## config.mk

```make
export PLATFORM = sky130hd
export DESIGN_NAME = transmitter_flat
export DESIGN_NICKNAME = d
export VERILOG_FILES = /design/src/rtl/transmitter_if.sv /design/src/rtl/transmitter.sv /design/src/flat_wrapper.sv
export SDC_FILE = /design/constraint.sdc
export NUM_CORES = 1
export LEC_CHECK = 0
export ABC_AREA = 0
export BUFFER_PORTS_ARGS = -buffer_cell sky130_fd_sc_hd__buf_4
export CAP_MARGIN = 25
export CORE_ASPECT_RATIO = 0.6
export CORE_MARGIN = 3
export CORE_UTILIZATION = 55
export CTS_CLUSTER_DIAMETER = 150
export CTS_CLUSTER_SIZE = 8
export DETAILED_ROUTE_END_ITERATION = 7
export PLACE_DENSITY = 0.75
export SYNTH_ARGS = -nofsm -noshare
export SYNTH_HDL_FRONTEND = slang
export SYNTH_SLANG_ARGS = --single-unit
```

## constraint.sdc

```tcl
create_clock -name bclk_x8 -period 2.77 [get_ports bclk_x8]
set_input_delay 0.1385 -clock bclk_x8 [delete_from_list [all_inputs] [get_ports bclk_x8]]
set_output_delay 0.1385 -clock bclk_x8 [all_outputs]
set_load 0.005 [all_outputs]
```

## src/rtl/transmitter_if.sv

```systemverilog
`default_nettype none
// ============================================================================
// Module      : transmitter_if
// Description : Parallel byte handshake between a byte source and the UART
//               transmitter. The source drives tx_data/tx_valid and the
//               transmitter answers with tx_ready.
// Revision    : 1.0 - initial release
// ============================================================================
interface transmitter_if #(
  parameter int DATA_SIZE = 8
) ();

  logic [DATA_SIZE-1:0] tx_data;
  logic                 tx_valid;
  logic                 tx_ready;

  // Byte source side
  modport master (
    output tx_data,
    output tx_valid,
    input  tx_ready
  );

  // Transmitter side
  modport slave (
    input  tx_data,
    input  tx_valid,
    output tx_ready
  );

endinterface
`default_nettype wire

```

## src/rtl/transmitter.sv

```systemverilog
`default_nettype none
// ============================================================================
// Module      : transmitter
// Description : UART transmitter on the oversampled bit clock. Accepts bytes
//               through a valid/ready handshake into a single holding
//               register and sends start, DATA_SIZE data bits (LSB first)
//               and stop. A byte waiting in the holding register is loaded
//               on the edge that ends the stop bit, so frames run back to
//               back with no idle gap.
// Revision    : 1.0 - initial release
// ============================================================================
module transmitter #(
  parameter int DATA_SIZE  = 8,
  parameter int OVERSAMPLE = 8
) (
  input  logic          bclk_x8,
  input  logic          rst_n,
  transmitter_if.slave  tx_bus,
  output logic          tx_out,
  output logic          tx_status,
  output logic          tx_done
);

  localparam int TICK_W = (OVERSAMPLE > 1) ? $clog2(OVERSAMPLE) : 1;
  localparam int BIT_W  = (DATA_SIZE > 1) ? $clog2(DATA_SIZE) : 1;

  localparam logic [TICK_W-1:0] TICK_LAST = TICK_W'(OVERSAMPLE - 1);
  localparam logic [BIT_W-1:0]  BIT_LAST  = BIT_W'(DATA_SIZE - 1);

  localparam logic [1:0] IDLE  = 2'b00;
  localparam logic [1:0] START = 2'b01;
  localparam logic [1:0] DATA  = 2'b10;
  localparam logic [1:0] STOP  = 2'b11;

  logic [1:0]           r_state;
  logic [TICK_W-1:0]    r_tick;
  logic [BIT_W-1:0]     r_bit;
  logic [DATA_SIZE-1:0] r_shift;
  logic [DATA_SIZE-1:0] r_hold_data;
  logic                 r_hold_full;
  logic                 r_tx_out;

  logic [1:0]           w_state_nxt;
  logic [TICK_W-1:0]    w_tick_nxt;
  logic [BIT_W-1:0]     w_bit_nxt;
  logic [DATA_SIZE-1:0] w_shift_nxt;
  logic                 w_tx_out_nxt;
  logic                 w_load;
  logic                 w_accept;
  logic                 w_bit_end;

  // Holding register can only be written while empty, so a load and an
  // accept never collide.
  assign w_accept        = tx_bus.tx_valid & ~r_hold_full;
  assign tx_bus.tx_ready = ~r_hold_full;
  assign w_bit_end       = (r_tick == TICK_LAST);

  assign tx_out    = r_tx_out;
  assign tx_status = (r_state != IDLE);
  assign tx_done   = (r_state == STOP) && w_bit_end;

  // Next-state, counters and shift register; tx_out is derived from the
  // next state so the line changes on the same edge as the state.
  always_comb begin
    w_state_nxt = r_state;
    w_tick_nxt  = (r_state == IDLE) ? '0 : r_tick + 1'b1;
    w_bit_nxt   = r_bit;
    w_shift_nxt = r_shift;
    w_load      = 1'b0;

    case (r_state)
      IDLE: begin
        if (r_hold_full) begin
          w_state_nxt = START;
          w_shift_nxt = r_hold_data;
          w_load      = 1'b1;
          w_tick_nxt  = '0;
        end
      end
      START: begin
        if (w_bit_end) begin
          w_state_nxt = DATA;
          w_tick_nxt  = '0;
          w_bit_nxt   = '0;
        end
      end
      DATA: begin
        if (w_bit_end) begin
          w_tick_nxt  = '0;
          w_bit_nxt   = r_bit + 1'b1;
          w_shift_nxt = r_shift >> 1;
          if (r_bit == BIT_LAST) begin
            w_state_nxt = STOP;
          end
        end
      end
      STOP: begin
        if (w_bit_end) begin
          w_tick_nxt = '0;
          if (r_hold_full) begin
            w_state_nxt = START;
            w_shift_nxt = r_hold_data;
            w_load      = 1'b1;
          end else begin
            w_state_nxt = IDLE;
          end
        end
      end
      default: begin
        w_state_nxt = IDLE;
        w_tick_nxt  = '0;
      end
    endcase

    case (w_state_nxt)
      START:   w_tx_out_nxt = 1'b0;
      DATA:    w_tx_out_nxt = w_shift_nxt[0];
      default: w_tx_out_nxt = 1'b1;
    endcase
  end

  // Frame state, counters, shift register and the registered line driver.
  always_ff @(posedge bclk_x8 or negedge rst_n) begin
    if (!rst_n) begin
      r_state  <= IDLE;
      r_tick   <= '0;
      r_bit    <= '0;
      r_shift  <= '0;
      r_tx_out <= 1'b1;
    end else begin
      r_state  <= w_state_nxt;
      r_tick   <= w_tick_nxt;
      r_bit    <= w_bit_nxt;
      r_shift  <= w_shift_nxt;
      r_tx_out <= w_tx_out_nxt;
    end
  end

  // Holding register: filled on accept, emptied when moved to the shifter.
  always_ff @(posedge bclk_x8 or negedge rst_n) begin
    if (!rst_n) begin
      r_hold_data <= '0;
      r_hold_full <= 1'b0;
    end else if (w_accept) begin
      r_hold_data <= tx_bus.tx_data;
      r_hold_full <= 1'b1;
    end else if (w_load) begin
      r_hold_full <= 1'b0;
    end
  end

endmodule
`default_nettype wire

```

## src/flat_wrapper.sv

```systemverilog
// flat-port wrapper written by rule: the top's interface ports become plain ports
module transmitter_flat 
#(
  parameter int DATA_SIZE  = 8,
  parameter int OVERSAMPLE = 8
)
  (bclk_x8, rst_n, tx_out, tx_status, tx_done, tx_bus_tx_data, tx_bus_tx_valid, tx_bus_tx_ready);
  transmitter_if #(.DATA_SIZE(DATA_SIZE)) tx_bus_i ();
  input  logic bclk_x8;
  input  logic rst_n;
  output logic tx_out;
  output logic tx_status;
  output logic tx_done;
  input wire logic [$bits(tx_bus_i.tx_data)-1:0] tx_bus_tx_data;
  input wire logic [$bits(tx_bus_i.tx_valid)-1:0] tx_bus_tx_valid;
  output wire logic [$bits(tx_bus_i.tx_ready)-1:0] tx_bus_tx_ready;
  assign tx_bus_i.tx_data = tx_bus_tx_data;
  assign tx_bus_i.tx_valid = tx_bus_tx_valid;
  assign tx_bus_tx_ready = tx_bus_i.tx_ready;
  transmitter #(.DATA_SIZE(DATA_SIZE), .OVERSAMPLE(OVERSAMPLE)) u_core (.bclk_x8(bclk_x8), .rst_n(rst_n), .tx_bus(tx_bus_i), .tx_out(tx_out), .tx_status(tx_status), .tx_done(tx_done));
endmodule
```

==> results of run 1 <==
-- layer usage --
layer / track usage, % / wire, microns / up-vias
met4: 6.74 / 37 / 0
met3: 5.33 / 160 / 4
met1: 27.6 / 1340 / 499
li1: - / - / 504
met2: 31.9 / 1210 / 37
met5: 0 / 0 / -
-- power groups by stage --
stage / combinational, mW / clock [mW] / sequential (mW)
after floorplan: 0.569 / 0 / 0.618
after global placement: 0.668 / 0 / 0.661
after detailed placement: 0.690 / 0 / 0.667
after CTS: 0.695 / 0.224 / 0.661
after global routing: 0.799 / 0.239 / 0.683
final: 0.697 / 0.221 / 0.663
-- area by class of cell --
class / count / area, sq um
Multi-Input combinational cell: 92 / 656
Fill cell: 185 / 742
Sequential cell: 26 / 652
Tap cell: 30 / 37.5
Clock buffer: 4 / 45.0
Timing Repair Buffer: 15 / 115
Inverter: 8 / 30.0
-- how the worst max path moves through the flow --
stage                            startpoint                end  slack, ps  depth (start not counted)
final                      u_core.r_tick[0]  u_core.r_shift[6]        740                          6
after global routing      u_core.r_state[0]      u_core.tx_out        520                          7
after CTS                 u_core.r_state[0]      u_core.tx_out        750                          7
after detailed placement  u_core.r_state[0]      u_core.tx_out        780                          7
after global placement    u_core.r_state[0]      u_core.tx_out        870                          7
after floorplan            u_core.r_tick[0]      u_core.tx_out       1220                          7
-- timing repair --
action                    4_1_cts  5_1_grt
gates resized for setup         0        0
hold endpoints to repair       25        0
hold buffers                    1        0
-- flip-flops by register name (all words and copies together), names as in the netlist --
signal	cells
u_core.r_hold_data	8
u_core.r_shift	8
u_core.r_bit	3
u_core.r_tick	3
u_core.r_state	2
u_core.r_hold_full	1
u_core.tx_out	1
-- cell usage after synthesis (3+ instances only) --
master,count
o21ai_0,12
ha_1,9
nand3_1,6
mux2_2,8
o2111ai_1,3
o21a_1,3
nor2_1,8
nand2_1,12
a32oi_1,6
buf_2,4
dfrtp_1,25
inv_1,8
-- through the flow --
| stage | cell area, sq um | instances | util (%) | hold slack, ps |
|---|---|---|---|---|
| 6_report | 1540 | 175 | 67.4 | 90.7 |
| 2_1_floorplan | 1390 | 134 | - | -157 |
| 4_1_cts | 1540 | 175 | 67.4 | 91.7 |
| 3_5_place_dp | 1480 | 170 | 65.0 | 61.2 |
| 5_1_grt | 1540 | 175 | 67.4 | 89.7 |
| 3_3_place_gp | 1480 | 170 | 65.0 | 54.4 |
-- logic make-up after synthesis --
group           count (synthesis)
compound gates                 38
mux                             9
simple gates                   36
fa+ha+maj                       9
buf+inv                        16
flops                          26
-- worst register-to-register path: stages, from the launching register on --
cell and delay, ps:
dfrtp_1 370, ha_1 180, ha_1 510, a21oi_4 140, nor2_1 370, a32oi_1 110, o21ai_0 260
==> impl_metrics.json, run 1 <==
{
  "crit_family": "adder cells",
  "power_density_mw_per_mm2": 1030,
  "pre_cts_ws_ps": 783,
  "hold_depth": 2,
  "synth_top_area_share_pct": 45.0,
  "maxSlewViolCount": 0,
  "cts-root-buf": "clkbuf_8",
  "grt_pass1_vias": 1026,
  "r2r-start": "u_core.r_tick[0]",
  "setup_ws_ps": 742,
  "critical_path.slowest_cell": "ha_1",
  "rows": 13,
  "start_util_pct": 61.0,
  "r2r_setup_slack_ps": 740,
  "async_flop_share_pct": 100,
  "status": "finished clean",
  "hp-class": "primary input to flip-flop",
  "fmax_mhz": 493,
  "crit_arrival_ps": 2210,
  "p_switching_mw": 0.633,
  "layout_common_cells": "25 x dfrtp_1, 14 x buf_4, 12 x nand2_1, 12 x o21ai_0, 9 x ha_1",
  "crit_buf_inv": 0,
  "grt_use_total_pct": 20.2,
  "antenna_found_initial": 0,
  "ys_ff_latch": 26,
  "sw_frac_of_total_pct": 40.0,
  "grt_overflow": 0,
  "cp_common_cell": "ha_1",
  "syn_avg_cell_area_sq_um": 10.4,
  "port_buffers": 14,
  "die_x_microns": 70.9,
  "finalSetupViolCount": 0,
  "grt_max_degree": 27,
  "drtPass1Iterations": 4,
  "cap_violations": 0,
  "route.vias.total": 1044,
  "areaGrowthSynthToFinish_pct": 10.5,
  "synth_area_leaders": "dfrtp_1 45%, ha_1 8.1%, mux2_2 6.5%",
  "wl_per_cell_microns": 15.7,
  "die_area_sq_mm": 0.00318,
  "synth.mux.area_fraction_pct": 7.21,
  "power_mw": 1.58,
  "synth_edf_count": 0,
  "clk_transition_reported_paths_ps": 90,
  "clk_latency_ps": 280,
  "crit_chain": "ha_1 > ha_1 > a21oi_4 > nor2_1 > a32oi_1 > o21ai_0",
  "yosysSeqAreaShare_pct": 46.9,
  "synth_xor_area_share_pct": 0,
  "p_leak_nw": 0.687,
  "fp.dieH_microns": 44.9,
  "setup.worst_path.start_class": "flip-flop",
  "cp-end-kind": "flip-flop",
  "drt_wl_total_microns": 2750,
  "final.period_utilization_pct": 73.2,
  "internal_power_mw": 0.948,
  "syn_nets": 154,
  "place.gp.congestion": 0.837,
  "yosys.area.top_type": "dfrtp_1",
  "clock_sinks": 26,
  "syn_area_sq_mm": 0.00139,
  "drtIter0Drc": 67,
  "yosys.area_share.simple_pct": 12.1,
  "hpwl_microns": 1990,
  "htree_levels": 1,
  "seqPwrFrac_pct": 41.9,
  "min_to": "u_core.r_hold_data[5]",
  "slew_headroom_pct": 49.5,
  "drive_gt1_share_pct": 19.3,
  "synth_cell_type_count": 33,
  "cts_setup_buffers": 0,
  "io_pins": 15,
  "clkPwrFrac_pct": 14.0,
  "period_needed_ps": 2030,
  "skew_ps": 10.8,
  "required_ps": 2950,
  "vdd_drop_max_mv": 0.673,
  "cts_made_buffers": 3,
  "slowest_delay_ps": 510,
  "p_comb_share_pct": 44.1,
  "crit_path_max_fanout": 15,
  "drc": 0,
  "hold_violations": 0,
  "synthAdderAreaFrac_pct": 8.11,
  "fin_nets": 166,
  "synthFlopType": "dfrtp_1",
  "rr_worst_depth": 6,
  "viasPerCell": 5.97,
  "core_sq_mm": 0.00228,
  "rsz0062_at_grt": "no",
  "rr_endpoint": "u_core.r_shift[6]",
  "hp-start": "tx_bus_tx_data[5]",
  "clock_path_buffers": 2,
  "final_antenna_net_count": 0,
  "n_antenna_cell": 0,
  "cts_tree": "built",
  "finalSetupTns_ps": 0,
  "worst_pin_slew_ps": 756,
  "grt_pass1_wl_microns": 4870,
  "synth_compound_area_share_pct": 19.8,
  "mostFrequentLayoutCell": "dfrtp_1",
  "yosys_warnings": 0,
  "netlist_instances": 134,
  "path_class": "flip-flop to flip-flop",
  "synth_top_family_by_area": "compound AO/OA/AOI/OAI gates"
}
(Power assumes the default switching activity.)
==> inputs of run 2 (changes only) <==
- ABC_AREA: 0 -> 1
- clock period: 2.77 -> 2 ns (I/O delays scaled with it)
==> impl_metrics.json, run 2 <==
{
  "status": "finished clean",
  "synth_common_cells": "31 x nand2_1, 25 x dfrtp_1, 15 x inv_1",
  "cap_violations": 0,
  "layout_common_cells": "31 x nand2_1, 25 x dfrtp_1, 15 x inv_1",
  "drtIter0Drc": 101,
  "finalSetupTns_ps": 0,
  "sw_frac_of_total_pct": 22.3,
  "path_class": "flip-flop to flip-flop",
  "viasPerCell": 5.66,
  "final_area_sq_mm": 0.00162,
  "whs_ps": 29.7,
  "internal_power_mw": 0.910,
  "place_area_sq_mm": 0.00154,
  "yosys.area.top_type": "dfrtp_1",
  "maxSlewViolCount": 0,
  "cp_common_cell": "nand2_1",
  "die_area_sq_mm": 0.00324,
  "crit_chain": "ha_1 > ha_1 > inv_1 > nand2_1 > nand3_1 > nand2_2 > a21oi_4 > nand2_1 > nand2_1 > nand2_1",
  "clkPwrFrac_pct": 37.8,
  "wl_per_cell_microns": 15.2,
  "mostFrequentLayoutCell": "nand2_1",
  "slowest_delay_ps": 390,
  "crit_arrival_ps": 1950,
  "drc": 0,
  "crit_path_max_fanout": 5,
  "synth_cell_type_count": 27,
  "synthFlopType": "dfrtp_1",
  "final.period_utilization_pct": 86.4,
  "power_density_mw_per_mm2": 722,
  "start_util_pct": 61.8,
  "cts_tree": "built",
  "drive_gt1_share_pct": 26.5,
  "period_needed_ps": 1730,
  "yosysSeqAreaShare_pct": 46.0,
  "vdd_drop_max_mv": 0.507,
  "n_antenna_cell": 0,
  "cts-root-buf": "clkbuf_8",
  "rows": 13,
  "port_buffers": 14,
  "drtPass1Iterations": 4,
  "worst_pin_slew_ps": 507,
  "required_ps": 2220,
  "hold_violations": 0,
  "p_comb_share_pct": 8.0,
  "syn_area_sq_mm": 0.00142,
  "finalSetupViolCount": 0,
  "fmax_mhz": 579,
  "hp-class": "primary input to flip-flop",
  "slew_headroom_pct": 66.0,
  "hpwl_microns": 2240,
  "synthMostInstantiatedCell": "nand2_1",
  "clock_sinks": 26,
  "multi_input_area_sq_um": 678,
  "grt_pass1_vias": 994,
  "grt_overflow": 0,
  "cts_made_buffers": 3,
  "place.gp.congestion": 0.923,
  "antenna_found_initial": 0,
  "die_x_microns": 71.5,
  "fp.dieH_microns": 45.3,
  "ys_ff_latch": 26,
  "synth_area_leaders": "dfrtp_1 44%, nand2_1 8.2%, ha_1 8.0%",
  "grt_use_total_pct": 20.3,
  "syn_nets": 165,
  "syn_avg_cell_area_sq_um": 9.77,
  "grt_max_degree": 27,
  "p_leak_nw": 0.796,
  "seqPwrFrac_pct": 54.2,
  "drt_wl_total_microns": 2920,
  "io_pins": 15,
  "async_flop_share_pct": 100,
  "p_switching_mw": 0.260,
  "synth_top_area_share_pct": 44.2,
  "critical_path.slowest_cell": "dfrtp_1",
  "htree_levels": 1,
  "grt_pass1_wl_microns": 4910,
  "fin_nets": 183,
  "rsz0062_at_grt": "no",
  "netlist_instances": 145,
  "route.vias.total": 1086,
  "clk_transition_reported_paths_ps": 90,
  "cp-end-kind": "flip-flop",
  "yosys_warnings": 0,
  "clk_latency_ps": 280,
  "synth_edf_count": 0,
  "setup.worst_path.start_class": "flip-flop",
  "areaGrowthSynthToFinish_pct": 14.5,
  "fillCellCount": 168,
  "final_antenna_net_count": 0,
  "reg.largest.list": "u_core.r_hold_data: 8 flops, u_core.r_shift: 8 flops",
  "core_sq_mm": 0.00229,
  "seqCellArea_sq_um": 652,
  "skew_ps": 4.68,
  "clock_path_buffers": 2
}
run 2: power by group through the flow:
stage	Clock [mW]	Combinational [mW]	Sequential, mW
after global routing	0.470	0.108	0.642
after global placement	0	0.0857	0.637
after CTS	0.447	0.0963	0.636
after detailed placement	0	0.0951	0.644
after floorplan	0	0.0618	0.620
final	0.443	0.0933	0.634
run 2: layout make-up:
cell class	instances	share of cell area [%]
sequential	26	40.2
clock inverter	1	1.85
timing repair buffer	15	7.10
tap	30	2.31
inverter	18	4.17
clock buffer	3	2.55
multi-input combinational	99	41.8
run 2: critical path, delay by kind of cell, from the launching register on:
kind / cells / cell delay (ps)
fa+ha+maj: 2 / 480
compound gates: 1 / 160
buf+inv: 1 / 190
flops: 1 / 390
simple gates: 6 / 440
run 2: through the flow:
stage                     worst slack [ps]  power, mW  utilization, %  instances
after floorplan                        505      0.682               -        145
after global placement                 391      0.723            67.2        187
after detailed placement               306      0.739            67.2        187
after CTS                              286       1.18            70.7        192
after global routing                   144       1.22            70.7        192
final                                  272       1.17            70.7        192
run 2: routing by layer:
layer / part of all wire (%) / vias to the layer above / wire, microns / track usage [%]
met2: 44 / 51 / 1290 / 31.9
li1: - / 520 / - / -
met3: 7.6 / 7 / 221 / 4.67
met5: 0 / - / 0 / 0
met1: 47 / 508 / 1390 / 29.0
met4: 0.92 / 0 / 27 / 4.49
run 2: worst paths after layout:
check	slack (ps)	to	cells after the start	from
max	270	u_core.tx_out	10	u_core.r_tick[0]
min reg2reg	450	u_core.r_tick[0]	1	u_core.r_tick[0]
max reg2reg	270	u_core.tx_out	10	u_core.r_tick[0]
max in group asynchronous	1450	u_core.tx_out	2	rst_n
min	30	u_core.r_hold_data[3]	2	tx_bus_tx_data[3]
min in group asynchronous	250	u_core.r_bit[2]	2	rst_n
run 2: kinds of logic after synthesis:
family | Yosys count | synth area share, %
AO/OA/AOI/OAI | 27 | 14.4
AND/OR/NAND/NOR | 55 | 19.2
flip-flops | 26 | 46.0
buffers and inverters | 20 | 6.10
multiplexers | 8 | 6.36
adder cells (fa/ha/maj) | 9 | 7.95
run 2: timing repair:
item,in CTS,in global routing
resized for setup,0,0
endpoints found under the hold margin,25,0
hold buffers,1,0
buffers inserted,0,0
==> inputs of run 3 (changes only) <==
- CORE_UTILIZATION: 55 -> 57
- PLACE_DENSITY: 0.75 -> 0.78
==> impl_metrics.json, run 3 (synthesized netlist as in run 2, its figures left out) <==
{
  "crit_arrival_ps": 1940,
  "clk_transition_reported_paths_ps": 90,
  "cts_setup_buffers": 0,
  "antenna_found_initial": 0,
  "drt_wl_total_microns": 2950,
  "grt_use_total_pct": 20.7,
  "drive_gt1_share_pct": 27.0,
  "critical_path.slowest_cell": "dfrtp_1",
  "skew_ps": 3.64,
  "wl_per_cell_microns": 15.3,
  "cts-root-buf": "clkbuf_8",
  "cts_resized": 0,
  "final.period_utilization_pct": 86.2,
  "cp-end-kind": "flip-flop",
  "hp-start": "tx_bus_tx_data[1]",
  "route.vias.total": 1099,
  "grt_max_degree": 27,
  "clock_sinks": 26,
  "fin_nets": 184,
  "reg.largest.list": "u_core.r_hold_data: 8 flops, u_core.r_shift: 8 flops",
  "fillCellCount": 170,
  "mostFrequentLayoutCell": "nand2_1",
  "crit_chain": "ha_1 > ha_1 > inv_1 > nand2_1 > nand3_1 > nand2_2 > a21oi_4 > nand2_1 > nand2_1 > nand2_1",
  "setup.worst_path.start_class": "flip-flop",
  "slowest_delay_ps": 400,
  "fmax_mhz": 580,
  "drtIter0Drc": 70,
  "setup.worst_path.start": "u_core.r_tick[0]",
  "n_antenna_cell": 0,
  "crit_path_max_fanout": 5,
  "port_buffers": 14,
  "setup_ws_ps": 276,
  "final_antenna_net_count": 0,
  "die_area_sq_mm": 0.00314,
  "place_area_sq_mm": 0.00155,
  "clk_latency_ps": 270,
  "cp_common_cell": "nand2_1",
  "grt_pass1_vias": 1017,
  "layout_common_cells": "31 x nand2_1, 25 x dfrtp_1, 15 x inv_1, 15 x buf_4, 12 x o21ai_1",
  "path_class": "flip-flop to flip-flop",
  "die_x_microns": 70.4,
  "worst_pin_slew_ps": 482,
  "io_pins": 15,
  "start_util_pct": 62.6,
  "r2r_setup_slack_ps": 280,
  "pre_cts_ws_ps": 307,
  "grt_pass1_wl_microns": 4770,
  "r2r-start": "u_core.r_tick[0]",
  "fp.dieH_microns": 44.6,
  "maxSlewViolCount": 0,
  "power_density_mw_per_mm2": 657,
  "viasPerCell": 5.69,
  "vdd_drop_max_mv": 0.420,
  "hp-class": "primary input to flip-flop",
  "clock_path_buffers": 2,
  "finalSetupViolCount": 0,
  "core_sq_mm": 0.00226,
  "place.gp.congestion": 0.967,
  "period_needed_ps": 1720,
  "status": "finished clean",
  "hpwl_microns": 2170,
  "slew_headroom_pct": 67.6,
  "rows": 13,
  "hold_violations": 0,
  "drtPass1Iterations": 4,
  "cts_made_buffers": 3,
  "p_leak_nw": 0.793,
  "final_area_sq_mm": 0.00161,
  "final_cells": 193,
  "areaGrowthSynthToFinish_pct": 13.9,
  "htree_levels": 1,
  "rsz0062_at_grt": "no",
  "required_ps": 2210,
  "drc": 0,
  "cts_tree": "built",
  "finalSetupTns_ps": 0,
  "dp.cells": 188,
  "grt_overflow": 0,
  "cap_violations": 0
}
-- run 3: cell count changes in the layout (fill, tap and decap cells not counted), sizes merged --
cell,before,now
buf,14,15
clkbuf,3,4
bufinv,1,0
-- run 3: final timing paths --
kind	endpoint	cells past startpoint
max	u_core.tx_out	10
min	u_core.r_hold_data[1]	2
max reg2reg	u_core.tx_out	10
min reg2reg	u_core.r_tick[0]	1
max in group asynchronous	u_core.tx_out	2
min in group asynchronous	u_core.r_bit[2]	2
-- run 3: area by class of cell --
class,instances,area (sq um),area share [%]
clock buffers,4,55.1,3.41
repair buffers,16,123,7.60
flip-flops and latches,26,652,40.4
multi-input cells,99,678,42.0
well taps,30,37.5,2.33
inverters,18,67.6,4.19
-- run 3: critical path: cells and delay by family (launching register included) --
kind | cells | cell delay (ps)
AND/OR/NAND/NOR | 6 | 440
adder cells (fa/ha/maj) | 2 | 490
flip-flops | 1 | 400
buffers and inverters | 1 | 170
AO/OA/AOI/OAI | 1 | 160
-- run 3: stage by stage --
step | hold slack (ps) | power (mW) | util, %
after floorplan | -196 | 0.682 | -
after global routing | 19.5 | 1.12 | 71.3
after CTS | 31.5 | 1.08 | 71.3
after global placement | 24.2 | 0.726 | 68.5
after detailed placement | 30.3 | 0.733 | 68.5
final | 38.2 | 1.06 | 71.3
-- run 3: repair_timing --
action / 4_1_cts / 5_1_grt
hold buffers: 1 / 0
endpoints found under the hold margin: 25 / 0
setup endpoints to repair: 0 / 0
-- run 3: where the power goes --
group	internal, mW	switching [mW]	leakage, nW	total (mW)
combinational	0.0570	0.0424	0.442	0.0994
clock	0.176	0.159	0.0288	0.336
sequential	0.586	0.0385	0.322	0.625
-- run 3: layer usage --
metal	track usage [%]	vias up	part of all wire [%]
li1	-	527	-
met1	27.4	517	45
met2	31.4	49	44
met3	7.48	6	9.7
met4	7.63	0	1.4
met5	0	-	0
